[config.mk]
export PLATFORM = sky130hd
export DESIGN_NAME = conv_pe_stream
export DESIGN_NICKNAME = d
export VERILOG_FILES = /design/src/rtl/conv_pe_stream.sv
export SDC_FILE = /design/constraint.sdc
export NUM_CORES = 1
export LEC_CHECK = 0
export ABC_AREA = 1
export CAP_MARGIN = 20
export CORE_ASPECT_RATIO = 0.75
export CORE_UTILIZATION = 40
export CTS_CLUSTER_SIZE = 25
export DETAILED_ROUTE_END_ITERATION = 10
export SETUP_SLACK_MARGIN = 0.05
export SYNTH_ARGS = -nofsm -noshare
export SYNTH_HDL_FRONTEND = slang
export SYNTH_SLANG_ARGS = --single-unit
[constraint.sdc]
create_clock -name clk -period 16.1 [get_ports clk]
set_clock_uncertainty 0.1 [all_clocks]
set_input_delay 2.415 -clock clk [delete_from_list [all_inputs] [get_ports clk]]
set_output_delay 2.415 -clock clk [all_outputs]
set_load 0.01 [all_outputs]
[src/rtl/conv_pe_stream.sv]
`default_nettype none
// ============================================================================
// Module      : conv_pe_stream
// Description : Convolution PE - signed tap MAC with saturating accumulator,
//               requantisation (shift/ReLU/clamp) and packed result stream.
// Revision    : 1.0 - initial release
// ============================================================================
module conv_pe_stream #(
    parameter int DATA_W    = 8,
    parameter int ACC_W     = 24,
    parameter int KSIZE     = 16,
    parameter int OUT_DEPTH = 4
) (
    input  logic                          clk,
    input  logic                          rst,
    input  logic                          w_wr,
    input  logic [$clog2(KSIZE)-1:0]      w_addr,
    input  logic [DATA_W-1:0]             w_data,
    input  logic                          start,
    input  logic [$clog2(KSIZE+1)-1:0]    cfg_taps,
    input  logic [15:0]                   cfg_outputs,
    input  logic [4:0]                    cfg_shift,
    input  logic                          cfg_relu,
    output logic                          cfg_err,
    output logic                          busy,
    input  logic                          act_valid,
    input  logic [DATA_W-1:0]             act_data,
    output logic                          act_ready,
    output logic                          out_valid,
    output logic [DATA_W*OUT_DEPTH-1:0]   out_data,
    input  logic                          out_ready,
    output logic [$clog2(OUT_DEPTH+1)-1:0] out_count,
    output logic                          done
);

    localparam int TAP_W  = $clog2(KSIZE);
    localparam int CNT_W  = $clog2(KSIZE+1);
    localparam int SLOT_W = (OUT_DEPTH > 1) ? $clog2(OUT_DEPTH) : 1;
    localparam int OCNT_W = $clog2(OUT_DEPTH+1);
    localparam int PROD_W = 2*DATA_W;

    localparam logic [2:0] S_IDLE  = 3'd0;
    localparam logic [2:0] S_RUN   = 3'd1;
    localparam logic [2:0] S_WRITE = 3'd2;
    localparam logic [2:0] S_FLUSH = 3'd3;
    localparam logic [2:0] S_DONE  = 3'd4;

    localparam logic signed [ACC_W-1:0] C_ACC_MAX = {1'b0, {(ACC_W-1){1'b1}}};
    localparam logic signed [ACC_W-1:0] C_ACC_MIN = {1'b1, {(ACC_W-1){1'b0}}};
    localparam logic signed [ACC_W-1:0] C_RES_MAX = {{(ACC_W-DATA_W+1){1'b0}}, {(DATA_W-1){1'b1}}};
    localparam logic signed [ACC_W-1:0] C_RES_MIN = {{(ACC_W-DATA_W+1){1'b1}}, {(DATA_W-1){1'b0}}};

    logic [2:0]                  r_state;
    logic [2:0]                  w_next_state;
    logic signed [DATA_W-1:0]    r_weights [KSIZE];
    logic [CNT_W-1:0]            r_taps;
    logic [15:0]                 r_outputs;
    logic [4:0]                  r_shift;
    logic                        r_relu;
    logic signed [ACC_W-1:0]     r_acc;
    logic                        r_sat;
    logic [TAP_W-1:0]            r_tap_idx;
    logic [SLOT_W-1:0]           r_slot_idx;
    logic [15:0]                 r_out_cnt;
    logic [DATA_W*OUT_DEPTH-1:0] r_out_data;
    logic                        r_cfg_err;

    logic                        w_cfg_ok;
    logic                        w_start_ok;
    logic                        w_accept;
    logic                        w_last_tap;
    logic                        w_word_full;
    logic                        w_last_output;
    logic                        w_all_done;
    logic signed [DATA_W-1:0]    w_act;
    logic signed [DATA_W-1:0]    w_weight;
    logic signed [PROD_W-1:0]    w_prod;
    logic signed [ACC_W:0]       w_sum;
    logic                        w_ovf;
    logic signed [ACC_W-1:0]     w_acc_next;
    logic signed [ACC_W-1:0]     w_shifted;
    logic signed [ACC_W-1:0]     w_res_wide;
    logic [DATA_W-1:0]           w_res;

    assign w_cfg_ok      = (cfg_taps != '0) && (cfg_taps <= CNT_W'(KSIZE)) && (cfg_outputs != 16'd0);
    assign w_start_ok    = (r_state == S_IDLE) && start && w_cfg_ok;
    assign w_accept      = (r_state == S_RUN) && act_valid;
    assign w_last_tap    = (CNT_W'(r_tap_idx) == (r_taps - CNT_W'(1)));
    assign w_word_full   = (r_slot_idx == SLOT_W'(OUT_DEPTH-1));
    assign w_last_output = ((r_out_cnt + 16'd1) == r_outputs);
    assign w_all_done    = (r_out_cnt == r_outputs);

    // MAC with overflow detected in one extra bit; once saturated the value holds until WRITE.
    assign w_act    = $signed(act_data);
    assign w_weight = r_weights[r_tap_idx];
    assign w_prod   = w_act * w_weight;
    assign w_sum    = {r_acc[ACC_W-1], r_acc} + {{(ACC_W+1-PROD_W){w_prod[PROD_W-1]}}, w_prod};
    assign w_ovf    = w_sum[ACC_W] ^ w_sum[ACC_W-1];

    always_comb begin
        w_acc_next = w_sum[ACC_W-1:0];
        if (r_sat) begin
            w_acc_next = r_acc;
        end else if (w_ovf) begin
            w_acc_next = w_sum[ACC_W] ? C_ACC_MIN : C_ACC_MAX;
        end
    end

    assign w_shifted = r_acc >>> r_shift;

    always_comb begin
        w_res_wide = w_shifted;
        if (r_relu && w_shifted[ACC_W-1]) begin
            w_res_wide = '0;
        end
        if (w_res_wide > C_RES_MAX) begin
            w_res_wide = C_RES_MAX;
        end else if (w_res_wide < C_RES_MIN) begin
            w_res_wide = C_RES_MIN;
        end
    end

    assign w_res = w_res_wide[DATA_W-1:0];

    always_ff @(posedge clk) begin
        if (rst) begin
            r_state <= S_IDLE;
        end else begin
            r_state <= w_next_state;
        end
    end

    always_comb begin
        w_next_state = r_state;
        case (r_state)
            S_IDLE:  if (w_start_ok) w_next_state = S_RUN;
            S_RUN:   if (w_accept && w_last_tap) w_next_state = S_WRITE;
            S_WRITE: w_next_state = (w_word_full || w_last_output) ? S_FLUSH : S_RUN;
            S_FLUSH: if (out_ready) w_next_state = w_all_done ? S_DONE : S_RUN;
            S_DONE:  w_next_state = S_IDLE;
            default: w_next_state = S_IDLE;
        endcase
    end

    always_comb begin
        busy      = (r_state != S_IDLE);
        act_ready = (r_state == S_RUN);
        out_valid = (r_state == S_FLUSH);
        done      = (r_state == S_DONE);
        out_count = '0;
        if (r_state == S_FLUSH) begin
            out_count = OCNT_W'(r_slot_idx) + OCNT_W'(1);
        end
    end

    assign out_data = r_out_data;
    assign cfg_err  = r_cfg_err;

    // Weight storage deliberately has no reset so taps survive an aborted run.
    always_ff @(posedge clk) begin
        if ((r_state == S_IDLE) && w_wr) begin
            r_weights[w_addr] <= $signed(w_data);
        end
    end

    always_ff @(posedge clk) begin
        if (rst) begin
            r_taps     <= '0;
            r_outputs  <= '0;
            r_shift    <= '0;
            r_relu     <= 1'b0;
            r_acc      <= '0;
            r_sat      <= 1'b0;
            r_tap_idx  <= '0;
            r_slot_idx <= '0;
            r_out_cnt  <= '0;
            r_out_data <= '0;
            r_cfg_err  <= 1'b0;
        end else begin
            r_cfg_err <= (r_state == S_IDLE) && start && !w_cfg_ok;
            case (r_state)
                S_IDLE: begin
                    if (w_start_ok) begin
                        r_taps     <= cfg_taps;
                        r_outputs  <= cfg_outputs;
                        r_shift    <= cfg_shift;
                        r_relu     <= cfg_relu;
                        r_acc      <= '0;
                        r_sat      <= 1'b0;
                        r_tap_idx  <= '0;
                        r_slot_idx <= '0;
                        r_out_cnt  <= '0;
                        r_out_data <= '0;
                    end
                end
                S_RUN: begin
                    if (w_accept) begin
                        r_acc     <= w_acc_next;
                        r_sat     <= r_sat | w_ovf;
                        r_tap_idx <= w_last_tap ? '0 : r_tap_idx + TAP_W'(1);
                    end
                end
                S_WRITE: begin
                    r_out_data[int'(r_slot_idx)*DATA_W +: DATA_W] <= w_res;
                    r_acc     <= '0;
                    r_sat     <= 1'b0;
                    r_out_cnt <= r_out_cnt + 16'd1;
                    if (!(w_word_full || w_last_output)) begin
                        r_slot_idx <= r_slot_idx + SLOT_W'(1);
                    end
                end
                S_FLUSH: begin
                    if (out_ready) begin
                        r_slot_idx <= '0;
                        r_out_data <= '0;
                    end
                end
                default: ;
            endcase
        end
    end

endmodule
`default_nettype wire

# Yosys cells after proc, flatten, opt, wreduce, memory -nomap -nowiden
# Memory sizes are Yosys's and may differ from the RTL's. A register that Yosys moved wholly into a read port is not among the register bits.
# Cells that the tools add are included.
dict set report word_totals {
  reg_bits 110
  latchBits 0
  mem_bits_rw 128
  mem_bits_ro 0
  output_inout_bits 40
  memories 1
}
dict set report classes {
  addsub 7
  multipliers 1
  div 0
  n_lt_le_gt_ge 3
  n_eq_ne 14
  n_shift 3
  muxes 37
  n_bitwise 2
  reduce_logical 27
}
# name words width read_ports rd_ports_with_merged_regs write_ports line_no
set mem_list {}
lappend mem_list {r_weights 16 8 1 1 1 55} ;# logic signed [DATA_W-1:0] r_weights [KSIZE];
# operator n
set ops {}
lappend ops {{24-bit 2-to-1 mux} 6}
lappend ops {{32-bit case mux with 3 select lines} 1}
lappend ops {{24-bit case mux with 3 select lines} 1}
lappend ops {{32-bit 2-to-1 mux} 2}
lappend ops {{5-bit negation with 33-bit output} 1}
lappend ops {{8-bit by 33-bit variable shift with 32-bit output, first input constant} 1}
lappend ops {{8-bit by 33-bit indexed part select with 32-bit output} 1}
lappend ops {{32-bit bitwise mux} 1}
lappend ops {{16-bit equality test} 2}
lappend ops {{16-bit case mux with 2 select lines} 1}
lappend ops {{24-bit by 16-bit adder with 25-bit output} 1}
lappend ops {{24-bit by 8-bit greater-than comparator with 1-bit output, second input constant} 1}
lappend ops {{24-bit by 8-bit < comparator with 1-bit output, second input constant} 1}
lappend ops {{24-bit by 5-bit >>> shifter with 24-bit output} 1}
lappend ops {{4-bit 2-to-1 mux} 5}
lappend ops {{16-bit by 1-bit adder with 16-bit output, second input constant} 1}
lappend ops {{8-bit by 8-bit multiplier with 16-bit output} 1}
lappend ops {{16-bit 2-to-1 mux} 1}
lappend ops {{8-bit 2-to-1 mux} 2}
lappend ops {{16-bit nonzero test} 1}
lappend ops {{3-bit 2-to-1 mux} 5}
lappend ops {{3-bit case mux with 4 select lines} 1}
lappend ops {{3-bit AND reduction} 4}
lappend ops {{1-bit logical AND} 9}
lappend ops {{27 further kinds} 43}

# Logic depth before layout (Yosys ltp)
dict set report logic_depth {
  word_depth 9
  ltp_mapped 32
}

# Worst setup path after synthesis
# No wires, ideal clock.
dict set report synth_timing {
  path_kind {input-to-reg}
  startpoint {in act_data[7]}
  endpoint {reg r_acc[11]}
  setup_ns 0.132
  arrival_ns 8.168
  required_time_ns 15.868
  setup_slack_ns 7.700
  stages 23
  path_buffers 1
  cell_sequence {inv_1 a21oi_1 fa_1 inv_1 fa_1 fa_1 inv_1 fa_1 ha_1 ha_1 a21oi_1 a21boi_0 nand2_1 nand2_1 nand3_1 xnor2_1 or2_1 nand2_1 inv_2 buf_6 nand2_1 nand2_1 a21oi_1}
}
dict set report synth_via {
  elab_chain_len 7
}
# item line_no
set synth_rtl {}
lappend synth_rtl {{start: declaration} 27} ;# input logic [DATA_W-1:0] act_data,
lappend synth_rtl {{8-bit by 8-bit multiplier with 16-bit output *} 96} ;# assign w_prod = w_act * w_weight;
lappend synth_rtl {{24-bit by 16-bit adder with 25-bit output *} 97} ;# assign w_sum = {r_acc[ACC_W-1], r_acc} + {{(ACC_W+1-PROD_W){w_prod[PROD_W-1]}}, w_prod};
lappend synth_rtl {{24-bit 2-to-1 mux or 1-bit bitwise XOR (tied branches)} {105, 98}}
lappend synth_rtl {{24-bit 2-to-1 mux *} 104} ;# end else if (w_ovf) begin
lappend synth_rtl {{24-bit 2-to-1 mux *} 102} ;# if (r_sat) begin
lappend synth_rtl {{24-bit 2-to-1 mux *} 197} ;# if (w_accept) begin
lappend synth_rtl {{24-bit case mux with 3 select lines *} 181} ;# case (r_state)
lappend synth_rtl {{end signal: assignment} 198} ;# r_acc <= w_acc_next;
lappend synth_rtl {{end: declaration} 60} ;# logic signed [ACC_W-1:0] r_acc;
# Mark *: on every way between the ends. The rest lies on a longest branch, timed or not. The select of a mux whose other input is x is not followed.
# A chain may end at the register's enable or synchronous reset.

# Worst setup path in the final report
dict set report layout_timing {
  startpoint {in act_data[7]}
  endpoint {reg r_acc[22]}
}
# Same word-level chain as after synthesis.

==> results.yml <==
sta:
  slew-limit-headroom: 0.3230
  slew_violations: 0
  tightest_slew_ps: 1016
  setup_tns_ps: 0
  fmax_mhz: 117.4
  fin_crit_sh: 0.5290
  final_hold_viol_count: 0
  setup_viol: 0
  whs_ps: 365.6
  period_minus_slack_ps: 8516
  rsz0062_at_grt: "no"
yosys:
  synth_area_leader_cell: "edfxtp_1"
  ys_ff_latch: 242
  ys_top_cells_by_area: "edfxtp_1 (24%), dfxtp_1 (14%), fa_1 (13%)"
  synth_cells: 1893
  ys_types: 44
  syn_nets: 2118
  yosysWarnings: 0
  postSynthAreaPerCell_sq_um: 8.515
  synth-edff-count: 128
  syn_area_sq_um: 16120
  synth_top_area_frac: 0.2385
  yosysSeqAreaShare: 0.3800
  async_flop_share: 0
  ys.flop_type: "edfxtp_1"
finish:
  area_delta_synth_final_pct: 13.24
  drive_above_1_share: 0.03760
  diodes: 0
  fillCellCount: 3923
  nets: 2175
  final-instance-count-excl-fill: 2488
placement:
  portBuffers: 92
  dpl.cell_count: 2441
  dp_hpwl_mm: 32.32
  globalplace.congestion: 0.9663
global_route:
  grt_first_pass_wirelength_mm: 68.02
  first_global_vias: 12482
  grt_max_degree: 74
  grt_usage: 0.2098
  grt_antenna_before_repair: 0
  grt_overflow: 0
worst_setup_path:
  crit_path_start_kind: "primary input"
  end_kind: "flop"
  cp-startpoint: "act_data[7]"
  arrival_ps: 8870
  path_max_fanout: 23
  cp.required_ps: 16450
  worstSetupPathType: "primary input to flop"
clock_network:
  clkTransAtPathRegs_ps: 60
  insertion_delay_ps: 540
  htree_num_levels: 1
  cts_tree: "built"
  cts_resized: 0
  clockBufferDepth: 3
  cts_root_buffer: "clkbuf_16"
  post-cts-setup-buffers: 0
  clock-sinks: 242
  ctsHoldBuffers: 0
  numCtsBuffers: 26
run:
  maxCapViolCount: 0
floorplanning:
  start_util: 0.4065
  dieWidth_microns: 233.8
  rows: 63
  core_region_area_sq_um: 39650
  dieArea_sq_um: 41110
  die_h_microns: 175.9
  ios: 93
detailed_routing:
  wl_per_cell_microns: 16.98
  vias_per_cell: 5.225
  drtIter0Drc: 952
  first_pass_iters: 9
  drt-total-wl_mm: 42.24
  vias: 13001
  drc: 2
  drtAntennaViolNets: 0
min_path:
  hold_start: "out_data[19]"
  hold_path_class: "flop to flop"
outcome:
  status: "finished, violations left"
  violations: "design-rule violations"
-- cell families (layout without fill, tap and decap cells) --
kind of cell               count (synthesis)  in the layout  synth area share
and+or+nand+nor                          735            735            0.1926
AOI/OAI and AO/OA                        339            339            0.1139
buffers and inverters                    313            388           0.07537
DFF                                      242            242            0.3800
adders and majority gates                172            172            0.1838
xor gates and xnor gates                  59             59           0.03377
muxes                                     33             33           0.02049
-- cells in the mapped netlist, types with 2 or more instances --
cell type,count
nand2_1,395
inv_1,234
a21oi_1,167
nor2_1,136
nand3_1,130
edfxtp_1,128
dfxtp_1,114
o21ai_0,110
fa_1,108
ha_1,64
clkbuf_1,44
o211ai_1,34
mux2i_1,33
xnor2_1,31
nand4_1,28
xor2_1,26
buf_2,17
nor3_1,11
nand2_2,9
nor4_1,9
a31oi_1,8
buf_1,8
inv_2,7
o21ai_1,5
or2_2,5
a21boi_0,3
nor3b_1,3
o21bai_1,3
a211oi_1,2
a221oi_1,2
buf_6,2
nor2_2,2
nor3_2,2
or2_0,2
xnor3_1,2
-- layout by cell type (no fill, tap or decap), types with 2 or more instances in the layout --
| cell | netlist | final |
|---|---|---|
| a211oi_1 | 2 | 2 |
| a21boi_0 | 3 | 3 |
| a21oi_1 | 167 | 166 |
| a21oi_2 | 1 | 2 |
| a221oi_1 | 2 | 2 |
| a31oi_1 | 8 | 8 |
| buf_4 | 1 | 8 |
| clkbuf_1 | 44 | 8 |
| clkbuf_16 | 0 | 26 |
| clkbuf_8 | 0 | 3 |
| clkdlybuf4s50_1 | 0 | 91 |
| clkinv_1 | 0 | 4 |
| clkinv_2 | 0 | 2 |
| dfxtp_1 | 114 | 113 |
| edfxtp_1 | 128 | 128 |
| fa_1 | 108 | 108 |
| ha_1 | 64 | 64 |
| inv_1 | 234 | 234 |
| inv_2 | 7 | 7 |
| mux2i_1 | 33 | 33 |
| nand2_1 | 395 | 395 |
| nand2_2 | 9 | 9 |
| nand3_1 | 130 | 129 |
| nand4_1 | 28 | 28 |
| nor2_1 | 136 | 136 |
| nor2_2 | 2 | 2 |
| nor3_1 | 11 | 11 |
| nor3_2 | 2 | 2 |
| nor3b_1 | 3 | 3 |
| nor4_1 | 9 | 9 |
| o211ai_1 | 34 | 34 |
| o21ai_0 | 110 | 110 |
| o21ai_1 | 5 | 5 |
| o21bai_1 | 3 | 3 |
| or2_0 | 2 | 2 |
| or2_2 | 5 | 5 |
| xnor2_1 | 31 | 31 |
| xnor3_1 | 2 | 2 |
| xor2_1 | 26 | 26 |
-- critical path: stages --
cell             delay, ps
clkdlybuf4s50_1        490
inv_1                  120
nor2_1                 320
fa_1                   650
inv_1                  380
fa_1                   570
fa_1                   510
inv_1                   60
fa_1                   490
ha_1                   300
ha_1                   360
a21oi_1                250
a21boi_0               320
nand2_1                 90
nand2_1                 60
nand3_1                 80
xnor2_1                240
a21oi_2                860
nand2_1                140
a21oi_1                160
-- sequential cells by signal, summed over array words and instances, names as in the netlist, 2 cells and up, named ones only --
register	cells
r_taps	5
r_slot_idx	2
r_out_cnt	16
r_outputs	16
r_weights	128
r_tap_idx	4
r_state	3
out_data	32
r_shift	5
r_acc	24
-- metrics by stage --
step / cell area (sq um) / util / worst slack, ps
finish: 18250 / 0.4604 / 7584
global route: 18250 / 0.4604 / 7042
CTS: 18250 / 0.4603 / 7579
detailed placement: 17450 / 0.4401 / 7081
global placement: 17450 / 0.4401 / 7268
floorplan: 16120 / - / 7700
-- final cells by class --
cell class              count  area [sq um]  area share
flip-flops and latches    242          6130      0.3358
clock buffers              37         721.9     0.03955
inverters                 241         904.6     0.04956
multi-input cells        1338          8787      0.4814
clock inverters             9         78.83    0.004318
well taps                 520         650.6     0.03564
repair buffers            101         980.9     0.05374
-- metal layers --
| layer | GRT usage | routed length, microns |
|---|---|---|
| met1 | 0.3381 | 22010 |
| met2 | 0.3008 | 17390 |
| met3 | 0.02500 | 2440 |
| met4 | 0.03111 | 412 |
| met5 | 0 | 0 |
-- final timing paths --
kind,endpoint,slack (ps),cells past startpoint
setup / recovery,r_acc[22],7580,20
setup reg to reg,r_acc[22],7700,24
hold reg to reg,out_data[19],370,2
hold / removal,out_data[19],370,2
Power is left out: the tool's default activity adds up to more than one toggle a clock period on the data nets, which glitch-free logic cannot reach.
